$ cat config.mk
export PLATFORM = sky130hd
export DESIGN_NAME = alu_seq_flat
export DESIGN_NICKNAME = d
export VERILOG_FILES = /design/src/rtl/alu_seq_pkg.sv /design/src/rtl/alu_seq_if.sv /design/src/rtl/alu_seq.sv /design/src/flat_wrapper.sv
export SDC_FILE = /design/constraint.sdc
export NUM_CORES = 1
export LEC_CHECK = 0
export BUFFER_PORTS_ARGS = -buffer_cell sky130_fd_sc_hd__clkbuf_2
export CAP_MARGIN = 20
export CORE_ASPECT_RATIO = 1.75
export CORE_UTILIZATION = 40
export DETAILED_ROUTE_END_ITERATION = 8
export PLACE_DENSITY = 0.78
export SYNTH_ARGS = -nofsm -noshare
export SYNTH_HDL_FRONTEND = slang
export SYNTH_SLANG_ARGS = --single-unit
$ cat constraint.sdc
create_clock -name clk -period 2.2 [get_ports clk]
set_input_delay 0.33 -clock clk [delete_from_list [all_inputs] [get_ports clk]]
set_output_delay 0.33 -clock clk [all_outputs]
set_load 0.05 [all_outputs]
$ cat src/rtl/alu_seq_pkg.sv
// Shared definitions for the multi-word ALU sequencer.
//   - state_e        : FSM state encoding (IDLE, ISSUE, CAPTURE, DONE)
//   - FLAG_*         : bit positions inside the 5-bit flag vector
//                      {lcarry, acarry, zero, sign, overflow}
//   - OP_*_DEF       : default ALU operation codes
package alu_seq_pkg;

  typedef enum logic [1:0] {
    ST_IDLE    = 2'd0,
    ST_ISSUE   = 2'd1,
    ST_CAPTURE = 2'd2,
    ST_DONE    = 2'd3
  } state_e;

  localparam int FLAG_W        = 5;
  localparam int FLAG_LCARRY   = 4;
  localparam int FLAG_ACARRY   = 3;
  localparam int FLAG_ZERO     = 2;
  localparam int FLAG_SIGN     = 1;
  localparam int FLAG_OVERFLOW = 0;

  localparam logic [3:0] OP_ADD_DEF = 4'h0;
  localparam logic [3:0] OP_ADC_DEF = 4'h1;
  localparam logic [3:0] OP_SUB_DEF = 4'h2;
  localparam logic [3:0] OP_SBB_DEF = 4'h3;

endpackage

$ cat src/rtl/alu_seq_if.sv
// Bus between the sequencer and the external word-wide ALU.
//   master (sequencer): drives alu_lhs, alu_rhs, alu_op, alu_assert;
//                       receives alu_bus, alu_bus_en_n, alu_flags.
//   slave  (ALU)      : the reverse directions.
// alu_bus_en_n is active-low: the ALU pulls it low in the cycle its result
// on alu_bus (and alu_flags) is valid.
interface alu_seq_if #(
  parameter int WIDTH = 8
) ();
  logic [WIDTH-1:0] alu_lhs;
  logic [WIDTH-1:0] alu_rhs;
  logic [3:0]       alu_op;
  logic             alu_assert;
  logic [WIDTH-1:0] alu_bus;
  logic             alu_bus_en_n;
  logic [4:0]       alu_flags;

  modport master (
    output alu_lhs, alu_rhs, alu_op, alu_assert,
    input  alu_bus, alu_bus_en_n, alu_flags
  );

  modport slave (
    input  alu_lhs, alu_rhs, alu_op, alu_assert,
    output alu_bus, alu_bus_en_n, alu_flags
  );
endinterface

$ cat src/rtl/alu_seq.sv
// alu_seq: sequences a WIDTH*WORDS add/subtract through an external
// WIDTH-bit ALU, least significant word first, chaining the carry through
// the ALU's ADC/SBB operations.
//
// Ports
//   clk, rst_n       : clock, asynchronous active-low reset
//   start            : request pulse, taken only while ready=1
//   sub              : 0 = A+B, 1 = A-B (sampled with start)
//   a_in, b_in       : WIDTH*WORDS operands (sampled with start)
//   ready            : high in IDLE and DONE
//   done             : one-cycle pulse, result/flags valid
//   result           : full-width result, held until the next accepted start
//   flags_out        : {lcarry, acarry, zero, sign, overflow} of the full result
//   alu (master)     : per-word operands/opcode/request out, bus/flags in
//
// Build option
//   ALU_SEQ_FLAGS_EN : when defined, flags_out carries the accumulated flags;
//                      otherwise flags_out is tied to zero and no flag
//                      storage exists.
//
// Timing without bus waits: the start-accept edge is edge 1 and done is
// high after edge 2*WORDS+1 (ISSUE/CAPTURE per word).
module alu_seq #(
  parameter int         WIDTH  = 8,
  parameter int         WORDS  = 2,
  parameter logic [3:0] OP_ADD = alu_seq_pkg::OP_ADD_DEF,
  parameter logic [3:0] OP_ADC = alu_seq_pkg::OP_ADC_DEF,
  parameter logic [3:0] OP_SUB = alu_seq_pkg::OP_SUB_DEF,
  parameter logic [3:0] OP_SBB = alu_seq_pkg::OP_SBB_DEF
) (
  input  logic                     clk,
  input  logic                     rst_n,
  input  logic                     start,
  input  logic                     sub,
  input  logic [WIDTH*WORDS-1:0]   a_in,
  input  logic [WIDTH*WORDS-1:0]   b_in,
  output logic                     ready,
  output logic                     done,
  output logic [WIDTH*WORDS-1:0]   result,
  output logic [4:0]               flags_out,
  alu_seq_if.master                alu
);
  import alu_seq_pkg::*;

  localparam int TOT_W = WIDTH * WORDS;
  localparam int IDX_W = (WORDS > 1) ? $clog2(WORDS) : 1;
  localparam logic [IDX_W-1:0] LAST_IDX = IDX_W'(WORDS - 1);

  function automatic logic [WIDTH-1:0] word_of(input logic [TOT_W-1:0] v,
                                               input logic [IDX_W-1:0] i);
    return v[int'(i)*WIDTH +: WIDTH];
  endfunction

  // First word starts a fresh add/subtract; later words chain the carry.
  function automatic logic [3:0] op_for(input logic is_sub, input logic first);
    if (first) return is_sub ? OP_SUB : OP_ADD;
    else       return is_sub ? OP_SBB : OP_ADC;
  endfunction

  state_e           state_q,  state_d;
  logic [IDX_W-1:0] idx_q,    idx_d;
  logic [TOT_W-1:0] result_q, result_d;
  logic [TOT_W-1:0] a_q,      a_d;
  logic [TOT_W-1:0] b_q,      b_d;
  logic             sub_q,    sub_d;
  logic             done_q,   done_d;
  logic             assert_q, assert_d;
  logic [WIDTH-1:0] lhs_q,    lhs_d;
  logic [WIDTH-1:0] rhs_q,    rhs_d;
  logic [3:0]       op_q,     op_d;

  logic             accept;
  logic             bus_cap;
  logic             last_word;
  logic [IDX_W-1:0] idx_nxt;

  assign ready     = (state_q == ST_IDLE) || (state_q == ST_DONE);
  assign accept    = ready && start;
  assign bus_cap   = (state_q == ST_CAPTURE) && !alu.alu_bus_en_n;
  assign last_word = (idx_q == LAST_IDX);
  assign idx_nxt   = idx_q + IDX_W'(1);

  always_comb begin
    state_d  = state_q;
    idx_d    = idx_q;
    result_d = result_q;
    a_d      = a_q;
    b_d      = b_q;
    sub_d    = sub_q;
    lhs_d    = lhs_q;
    rhs_d    = rhs_q;
    op_d     = op_q;
    assert_d = assert_q;
    done_d   = 1'b0;

    unique case (state_q)
      ST_IDLE, ST_DONE: begin
        if (accept) begin
          // Outputs are registered, so word 0 is presented as ISSUE begins.
          a_d      = a_in;
          b_d      = b_in;
          sub_d    = sub;
          idx_d    = '0;
          result_d = '0;
          lhs_d    = word_of(a_in, '0);
          rhs_d    = word_of(b_in, '0);
          op_d     = op_for(sub, 1'b1);
          assert_d = 1'b1;
          state_d  = ST_ISSUE;
        end else begin
          state_d = ST_IDLE;
        end
      end

      ST_ISSUE: begin
        state_d = ST_CAPTURE;
      end

      ST_CAPTURE: begin
        // No timeout: a stalled ALU holds the sequencer here indefinitely.
        if (bus_cap) begin
          result_d[int'(idx_q)*WIDTH +: WIDTH] = alu.alu_bus;
          if (last_word) begin
            lhs_d    = '0;
            rhs_d    = '0;
            op_d     = '0;
            assert_d = 1'b0;
            done_d   = 1'b1;
            state_d  = ST_DONE;
          end else begin
            idx_d   = idx_nxt;
            lhs_d   = word_of(a_q, idx_nxt);
            rhs_d   = word_of(b_q, idx_nxt);
            op_d    = op_for(sub_q, 1'b0);
            state_d = ST_ISSUE;
          end
        end
      end

      default: begin
        state_d = ST_IDLE;
      end
    endcase
  end

  always_ff @(posedge clk or negedge rst_n) begin
    if (!rst_n) begin
      state_q  <= ST_IDLE;
      idx_q    <= '0;
      result_q <= '0;
      lhs_q    <= '0;
      rhs_q    <= '0;
      op_q     <= '0;
      assert_q <= 1'b0;
      done_q   <= 1'b0;
    end else begin
      state_q  <= state_d;
      idx_q    <= idx_d;
      result_q <= result_d;
      lhs_q    <= lhs_d;
      rhs_q    <= rhs_d;
      op_q     <= op_d;
      assert_q <= assert_d;
      done_q   <= done_d;
    end
  end

  // Latched operands are only read after an accept, so they need no reset.
  always_ff @(posedge clk) begin
    a_q   <= a_d;
    b_q   <= b_d;
    sub_q <= sub_d;
  end

`ifdef ALU_SEQ_FLAGS_EN
  logic [FLAG_W-1:0] flags_q, flags_d;
  logic              zacc_q,  zacc_d;

  // zero must hold across every word; the other flags describe the top word.
  always_comb begin
    flags_d = flags_q;
    zacc_d  = zacc_q;
    if (accept) begin
      flags_d = '0;
      zacc_d  = 1'b1;
    end else if (bus_cap) begin
      zacc_d = zacc_q & alu.alu_flags[FLAG_ZERO];
      if (last_word) begin
        flags_d            = alu.alu_flags;
        flags_d[FLAG_ZERO] = zacc_q & alu.alu_flags[FLAG_ZERO];
      end
    end
  end

  always_ff @(posedge clk or negedge rst_n) begin
    if (!rst_n) begin
      flags_q <= '0;
      zacc_q  <= 1'b1;
    end else begin
      flags_q <= flags_d;
      zacc_q  <= zacc_d;
    end
  end

  assign flags_out = flags_q;
`else
  logic unused_flags;
  assign unused_flags = ^alu.alu_flags;
  assign flags_out    = 5'b0;
`endif

  assign done           = done_q;
  assign result         = result_q;
  assign alu.alu_lhs    = lhs_q;
  assign alu.alu_rhs    = rhs_q;
  assign alu.alu_op     = op_q;
  assign alu.alu_assert = assert_q;

endmodule

$ cat src/flat_wrapper.sv
// flat-port wrapper written by rule: the top's interface ports become plain ports
module alu_seq_flat import alu_seq_pkg::*;
#(
  parameter int         WIDTH  = 8,
  parameter int         WORDS  = 2,
  parameter logic [3:0] OP_ADD = alu_seq_pkg::OP_ADD_DEF,
  parameter logic [3:0] OP_ADC = alu_seq_pkg::OP_ADC_DEF,
  parameter logic [3:0] OP_SUB = alu_seq_pkg::OP_SUB_DEF,
  parameter logic [3:0] OP_SBB = alu_seq_pkg::OP_SBB_DEF
)
  (clk, rst_n, start, sub, a_in, b_in, ready, done, result, flags_out, alu_alu_lhs, alu_alu_rhs, alu_alu_op, alu_alu_assert, alu_alu_bus, alu_alu_bus_en_n, alu_alu_flags);
  alu_seq_if #(.WIDTH(WIDTH)) alu_i ();
  input  logic clk;
  input  logic rst_n;
  input  logic start;
  input  logic sub;
  input  logic [WIDTH*WORDS-1:0] a_in;
  input  logic [WIDTH*WORDS-1:0] b_in;
  output logic ready;
  output logic done;
  output logic [WIDTH*WORDS-1:0] result;
  output logic [4:0] flags_out;
  output wire logic [$bits(alu_i.alu_lhs)-1:0] alu_alu_lhs;
  output wire logic [$bits(alu_i.alu_rhs)-1:0] alu_alu_rhs;
  output wire logic [$bits(alu_i.alu_op)-1:0] alu_alu_op;
  output wire logic [$bits(alu_i.alu_assert)-1:0] alu_alu_assert;
  input wire logic [$bits(alu_i.alu_bus)-1:0] alu_alu_bus;
  input wire logic [$bits(alu_i.alu_bus_en_n)-1:0] alu_alu_bus_en_n;
  input wire logic [$bits(alu_i.alu_flags)-1:0] alu_alu_flags;
  assign alu_alu_lhs = alu_i.alu_lhs;
  assign alu_alu_rhs = alu_i.alu_rhs;
  assign alu_alu_op = alu_i.alu_op;
  assign alu_alu_assert = alu_i.alu_assert;
  assign alu_i.alu_bus = alu_alu_bus;
  assign alu_i.alu_bus_en_n = alu_alu_bus_en_n;
  assign alu_i.alu_flags = alu_alu_flags;
  alu_seq #(.WIDTH(WIDTH), .WORDS(WORDS), .OP_ADD(OP_ADD), .OP_ADC(OP_ADC), .OP_SUB(OP_SUB), .OP_SBB(OP_SBB)) u_core (.clk(clk), .rst_n(rst_n), .start(start), .sub(sub), .a_in(a_in), .b_in(b_in), .ready(ready), .done(done), .result(result), .flags_out(flags_out), .alu(alu_i));
endmodule
# After elaboration in Yosys (flattened, before gate mapping)
# Index checks and enable logic that the tools add are counted.
dict set report classes {
  add_sub_neg 2
  eq_ne 6
  n_shift 4
  mux 33
  reduce_logical 10
}
# cell n
set ops {}
lappend ops {{$mux W8} 6}
lappend ops {{$neg A4 Y33} 1}
lappend ops {{$shift A8 B33 Y16 const A} 1}
lappend ops {{$shiftx A8 B33 Y16} 1}
lappend ops {{$mux W16} 2}
lappend ops {{$pmux W16 S2} 1}
lappend ops {{$pmux W8 S2} 2}
lappend ops {{$shiftx A16 B5 Y8} 2}
lappend ops {{$bwmux W16} 1}
lappend ops {{$mux W4} 3}
lappend ops {{$mux W1} 10}
lappend ops {{$mux W2} 4}
lappend ops {{$pmux W4 S2} 1}
lappend ops {{$ne A2 B1 Y1 const B} 3}
lappend ops {{$pmux W2 S3} 1}
lappend ops {{$eq A2 B2 Y1 const B} 2}
lappend ops {{$pmux W1 S2} 2}
lappend ops {{$reduce_and A4 Y1} 1}
lappend ops {{$reduce_and A3 Y1} 1}
lappend ops {{$eq A2 B1 Y1 const B} 1}
lappend ops {{$logic_and A1 B1 Y1} 2}
lappend ops {{$logic_not A2 Y1} 1}
lappend ops {{$reduce_and A2 Y1} 1}
lappend ops {{$reduce_bool A2 Y1} 1}
lappend ops {{other kinds (4)} 4}
dict set report totals {
  reg_bits 74
  in_bits 50
  elab_cells 66
}

# Longest topological paths before layout
# Gate-level depths: netlist of the first run.
dict set report depth {
  depth_word 5
  depth_mapped 7
}

# Worst setup path before layout of the first run
# No wires, ideal clock.
dict set report synth_path {
  path_type {flip-flop to flip-flop}
  from {register u_core.state_q[0]}
  to {register u_core.lhs_q[0], in the netlist u_core.alu.alu_lhs[0]}
  setup_time_ns 0.125
  t_arrival_ns 1.994
  required_ns 2.075
  path_slack_ns 0.082
  path_stages_with_launch 7
  path_buffers 1
  period_less_slack_ns 2.118
  cell_sequence {dfrtp_1 inv_1 ha_1 mux2_2 nand2_1 buf_4 mux2_2}
}
dict set report synth_via {
  elab_chain_cells 5
  word_cells_on_any_way 12
}
# element line_no
set synth_rtl {}
lappend synth_rtl {{start, declared} alu_seq.sv:60} ;# state_e state_q, state_d;
lappend synth_rtl {{start signal, assigned} alu_seq.sv:157} ;# state_q <= state_d;
lappend synth_rtl {{$eq A2 B2 Y1 or $logic_not A2 Y1 (tied branches)} alu_seq.sv:77} ;# assign ready = (state_q == ST_IDLE) || (state_q == ST_DONE);
lappend synth_rtl {{$logic_or A1 B1 Y1 *} alu_seq.sv:77}
lappend synth_rtl {{net ready} flat_wrapper.sv:19} ;# output logic ready;
lappend synth_rtl {{$logic_and A1 B1 Y1 *} alu_seq.sv:78} ;# assign accept = ready && start;
lappend synth_rtl {{$ne A2 B1 Y1 (no source line) *} --}
lappend synth_rtl {{$reduce_and A3 Y1 (no source line) *} --}
lappend synth_rtl {{end signal, assigned} alu_seq.sv:160} ;# lhs_q <= lhs_d;
lappend synth_rtl {{end, declared} alu_seq.sv:68} ;# logic [WIDTH-1:0] lhs_q, lhs_d;
# Mark *: on every way through the listed nets, which the timed path passes. The rest lies on a longest branch.
# A chain may end at the register's enable or synchronous reset.

# Final worst setup path of the first run
dict set report layout_path {
  from {register u_core.state_q[0]}
  to {register u_core.rhs_q[7], in the netlist u_core.alu.alu_rhs[7]}
}
dict set report layout_via {
  elab_chain_cells 5
  word_cells_on_any_way 12
}
# element line_no
set layout_rtl {}
lappend layout_rtl {{$eq A2 B2 Y1 or $logic_not A2 Y1 (tied branches)} {alu_seq.sv:77, alu_seq.sv:96}}
lappend layout_rtl {{$logic_or A1 B1 Y1} alu_seq.sv:77}
lappend layout_rtl {{$logic_and A1 B1 Y1} alu_seq.sv:78}
lappend layout_rtl {{$ne A2 B1 Y1 (no source line)} --}
lappend layout_rtl {{$reduce_and A3 Y1 (no source line)} --}
lappend layout_rtl {{end signal, assigned} alu_seq.sv:161} ;# rhs_q <= rhs_d;
lappend layout_rtl {{end, declared} alu_seq.sv:69} ;# logic [WIDTH-1:0] rhs_q, rhs_d;
# Several ways; a longest one is shown, not always the timed one.

==> run metrics, run 1 <==
CTS tree=yes; run status=complete, no violations; synth unique cells=27; Die X=just over 60 um; die height=104 um; EDFF count, synth=17; hold slack final=64.8 ps; Syn Area/Cell=13.7 um^2; drt drc=0; largest family of logic cells by synthesized area=multiplexers; clk_skew=8.19 ps; HP Class=in -> async; Setup TNS Final=0 ps; Pleak=roughly 1.5 nW; fin area=about 3000 um^2; r2r startpoint=u_core.state_q[0]; GPL Wtd Cong=0.701; Power Total=approximately 4.2 mW; multiplexer share of the synthesized area=0.160; synth top area cells=dfrtp_1, edfxtp_1, mux2_2; RSZ-0062 raised after global routing=false; Clock Latency Late Sink=310 ps; Yosys warnings=0; Total GRT Usage=0.167; post-synth top area cell=dfrtp_1; CORE AREA=5830 um^2; HPWL Detailed=roughly 3.5 mm; Layout Nets=315; Async SR Flop Fraction=0.696; post-synth top area share=0.406; H-Tree Level Count=2; WP data arrival=2140 ps; Finished Core Util=0.511; Clock Path Buffers=2; 1st-pass router iterations=6; first-pass GRT wire length=~7.6 mm; Final Hold Viols=0; Layout area overhead=24.1%; sequential fraction of the synthesis area=0.619; placed cell area=2900 um^2; cells after synthesis=175; Final Cycle Share=0.885; CP startpoint kind=register; Crit Path Class=reg -> reg; Port Buffers=a little over 80; Synth Area in Simple Gates=0.0589; Worst EP required=2390 ps; Num CTS Buffers=5; Non-Filler Instances=341; DR iter-0 viols=48; Clk Tree Root Cell=clkbuf_8; Post-synth top flop=dfrtp_1; Pins Over Slew Limit=0; PD cells=approximately 1400 nW/um^2; # setup viols final=0; largest net degree at the start of global routing=40; Peak Freq=slightly above 0.5 GHz; CTS hold repair buffers=0; setup slack after layout=254 ps; Ports=94; Worst slew margin=0.620; layout cells sized above 1=0.471; setup slack, reg-to-reg=250 ps; CTS resizes=0; Initial Util=0.412; Synth Area in Adders=0.0156; Placement Setup Slack=about 250 ps; FF-to-FF End=u_core.alu.alu_rhs[7]; CTS sink count=56; setup bufs post-CTS=0; synthesized cell area=2400 um^2; R2R cell count=6; final worst path period need=1950 ps; synthesized flop and latch total=56; Worst-Margin Slew=about 570 ps; Max IR drop VDD=0.520 mV; WL per Instance=14.0 um; max cap viols=0; initial antenna violation count=0; number of global-route vias before repair=between 1500 and 2000; row cnt=37; CP Capture Type=register; Synth Area in Compound Gates=0.0834; post-route ant nets=0; Vias/cell=roughly 4.7; gr ovfl total=0; Post-Place Cells=333; FILL cells=564; Vias=around 1600; # diodes=0; Worst-path clk slew=90 ps; Die ar.=about 6300 um^2; Synth Area in XOR/XNOR=0; DRT Wirelength=roughly 4.8 mm; Max FO, Critical Path=20
registers in the layout, indices dropped and copies added, names as in the netlist:
name	flops
u_core.result	16
u_core.a_q	8
u_core.alu.alu_lhs	8
u_core.alu.alu_rhs	8
u_core.b_q	8
u_core.alu.alu_op	2
u_core.state_q	2
u_core.alu.alu_assert	1
u_core.done	1
u_core.idx_q	1
u_core.sub_q	1
cells in the final DEF (no fill, tap or decap), drive strengths merged, types with 2 or more instances in the layout:
| cell type | n |
|---|---|
| a21oi | 3 |
| a22o | 16 |
| and3 | 8 |
| buf | 8 |
| clkbuf | 88 |
| conb | 7 |
| dfrtp | 39 |
| edfxtp | 17 |
| ha | 3 |
| inv | 13 |
| mux2 | 27 |
| mux2i | 8 |
| nand2 | 12 |
| nand3 | 2 |
| nor2b | 2 |
| o21ai | 3 |
power breakdown:
group | switching (mW) | internal [mW] | total (mW)
Combinational | 1.43 | 0.643 | 2.07
Sequential | 0.150 | 1.43 | 1.58
Clock | 0.308 | 0.223 | 0.531
final cells by class:
class	count	area, um^2	share of cell area
Tap cell	78	97.6	0.0327
Sequential cell	56	1490	0.499
Multi-Input combinational cell	97	790	0.265
Inverter	13	48.8	0.0164
Clock buffer	7	76.3	0.0256
Timing Repair Buffer	89	478	0.160
Clock inverter	1	3.75	0.00126
kinds of logic after synthesis:
kind of cell / after synthesis
flops: 56
mux: 35
buf+inv: 28
simple gates: 27
compound gates: 25
fa+ha+maj: 3
other cells: 1
Yosys cell counts, types with 2 or more instances:
master / number
a21oi_1: 3
a22o_1: 16
and3_1: 8
buf_4: 9
clkbuf_1: 3
dfrtp_1: 39
edfxtp_1: 17
ha_1: 3
inv_1: 12
mux2_2: 27
mux2i_1: 8
nand2_1: 12
nor2b_1: 2
o21ai_0: 3
critical path, cell delays in order, from the launching register on:
cell     delay (ps)
dfrtp_1         360
inv_1            70
ha_1            340
mux2_2          410
nand2_1         120
buf_12          180
mux2_2          350
how the worst max path moves through the flow:
stage                 startpoint  cells after the start               endpoint  slack, ps
4_1_cts        u_core.state_q[0]                      6  u_core.alu.alu_rhs[7]        240
2_1_floorplan  u_core.state_q[0]                      6  u_core.alu.alu_lhs[0]         80
3_5_place_dp   u_core.state_q[0]                      6  u_core.alu.alu_rhs[7]        250
3_3_place_gp   u_core.state_q[0]                      6  u_core.alu.alu_lhs[3]        310
5_1_grt        u_core.state_q[0]                      6  u_core.alu.alu_rhs[7]        190
6_report       u_core.state_q[0]                      6  u_core.alu.alu_rhs[7]        250
layer usage:
metal,global-route usage,wire length (um)
met1,0.170,1730
met2,0.302,2720
met3,0.0410,203
met4,0.0779,110
met5,0,0
Power figures use the tool's default switching activity.
==> run 2, diff against run 1 <==
Settings changed: CORE_UTILIZATION 40 to 30, PLACE_DENSITY 0.78 to 0.64.
==> run 2 against run 1 <==
  * The run now ends with hold timing left
  * Clock skew shrank 4.7 ps
  * Critical endpoint is now u_core.alu.alu_rhs[2]
  * First-iteration DRC count increased by 23%
  * Critical path depth did not move
==> run metrics, run 2 (synthesized netlist as in run 1, its figures left out) <==
Pins Over Slew Limit=0; setup slack after layout=223 ps; Top delay family on crit path=multiplexers; Final Hold Viols=12; Ports=94; most common cell after layout, fill and taps aside=clkbuf_2; most used cell, CP=mux2_2; Worst-path clk slew=70 ps; Post-Place Cells=342; Total GRT Usage=0.126; H-Tree Level Count=2; clock share of power=0.188; die height=120 um; WP data arrival=2150 ps; Die X=69.6 um; Final Cycle Share=0.899; Pleak=between 1.5 and 2 nW; crit-path cells=inv_1 > ha_1 > mux2_2 > nand2_1 > buf_12 > mux2_2; CTS sink count=56; Psw=slightly below 2 mW; max cap viols=0; CP startpoint kind=register; drt drc=0; Largest register FFs=16; FILL cells=748; hold slack final=-4.85 ps; CTS hold repair buffers=0; HPWL Detailed=3.73 mm; number of global-route vias before repair=1594; CTS tree=yes; Max IR drop VDD=0.467 mV; CP max stage delay=410 ps; DRT Wirelength=approximately 5 mm; Clock Path Buffers=2; Die ar.=roughly 8400 um^2; r2r startpoint=u_core.state_q[0]; row cnt=42; largest net degree at the start of global routing=21; GR Util met3=0.0333; WL per Instance=~14 um; CP Capture Type=register; Worst-Margin Slew=a little over 500 ps; initial antenna violation count=0; CTS resizes=0; Vias=1619; Port Buffers=81; clk_skew=3.45 ps; first-pass GRT wire length=7.99 mm; Peak Freq=approximately 0.51 GHz; Layout Nets=314; CORE AREA=between 7000 and 8000 um^2; run status=finished, violations left; Setup TNS Final=0 ps; # diodes=0; Placement Setup Slack=234 ps; Initial Util=0.313; DR iter-0 viols=59; Switching Fraction=0.429; HP Class=in -> async; RSZ-0062 raised after global routing=false; Worst slew margin=0.660; post-route ant nets=0; violated checks=hold timing; Comb pwr share=0.451; 1st-pass router iterations=4; final worst path period need=1980 ps; Layout area overhead=27.6%; Clock Latency Late Sink=290 ps; setup bufs post-CTS=0; Worst EP required=2370 ps; Crit-path slowest cell=mux2_2; internal power=2.56 mW; met1 Use GR=0.145; Crit Path Class=reg -> reg; M2 GR Usage=0.220; GPL Wtd Cong=0.691; layout cells sized above 1=0.473; Clk Tree Root Cell=clkbuf_16; Max FO, Critical Path=20; PD cells=1460 nW/um^2; Num CTS Buffers=5; gr ovfl total=0; CP Buf/Inv Count=2; GRT Max-Usage Layer=met2; # setup viols final=0; Vias/cell=between 4 and 5; sequential share of power=0.361; most frequent cells in the layout=clkbuf_2, dfrtp_1, mux2_2; Power Total=4.48 mW; Non-Filler Instances=350; Worst setup startpoint=u_core.state_q[0]
-- run 2: cell types whose count changed in the layout (fill, tap and decap cells not counted) --
cell       change
clkbuf_16      +6
clkbuf_8       -5
buf_4          -1
clkinv_1       -1
-- run 2: area by class of cell --
type / instances / area (um^2) / share of cell area
clock buffer: 8 / 158 / 0.0515
timing repair buffer: 88 / 470 / 0.154
multi-input combinational: 97 / 790 / 0.258
tap: 88 / 110 / 0.0359
sequential: 56 / 1490 / 0.485
inverter: 13 / 48.8 / 0.0159
-- run 2: path summary, 6_finish.rpt --
check | slack, ps | cells after the start | end
min reg2reg | 510 | 1 | u_core.alu.alu_rhs[0]
max | 220 | 6 | u_core.alu.alu_rhs[2]
min in group clk | 210 | 1 | u_core.b_q[9]
min | -5 | 1 | u_core.alu.alu_lhs[5]
max reg2reg | 220 | 6 | u_core.alu.alu_rhs[2]
max in group asynchronous | 1550 | 2 | u_core.alu.alu_rhs[4]
-- run 2: power by group through the flow --
stage / Combinational, mW / Sequential [mW] / Clock, mW
after floorplan: 0.790 / 2.39 / 0
after global placement: 2.03 / 1.63 / 0
after detailed placement: 2.05 / 1.64 / 0
after CTS: 2.05 / 1.62 / 0.875
after global routing: 2.13 / 1.66 / 0.910
final: 2.02 / 1.62 / 0.842
-- run 2: per-layer routing --
| layer | part of all wire | routed length, um |
|---|---|---|
| met2 | 0.53 | 2680 |
| met1 | 0.40 | 2010 |
| met3 | 0.051 | 259 |
| met5 | 0 | 0 |
| met4 | 0.020 | 102 |
-- run 2: metrics by stage --
| step | hold slack (ps) | utilization | cell area [um^2] |
|---|---|---|---|
| finish | -4.85 | 0.399 | 3060 |
| global route | 42.0 | 0.399 | 3060 |
| floorplan | 34.4 | - | 2420 |
| detailed placement | 330 | 0.379 | 2910 |
| CTS | 10.3 | 0.399 | 3060 |
| global placement | 324 | 0.379 | 2910 |
-- run 2: worst register-to-register path: stages, from the launching register on --
cell and delay (ps):
dfrtp_1 360, inv_1 70, ha_1 350, mux2_2 410
nand2_1 120, buf_12 170, mux2_2 360
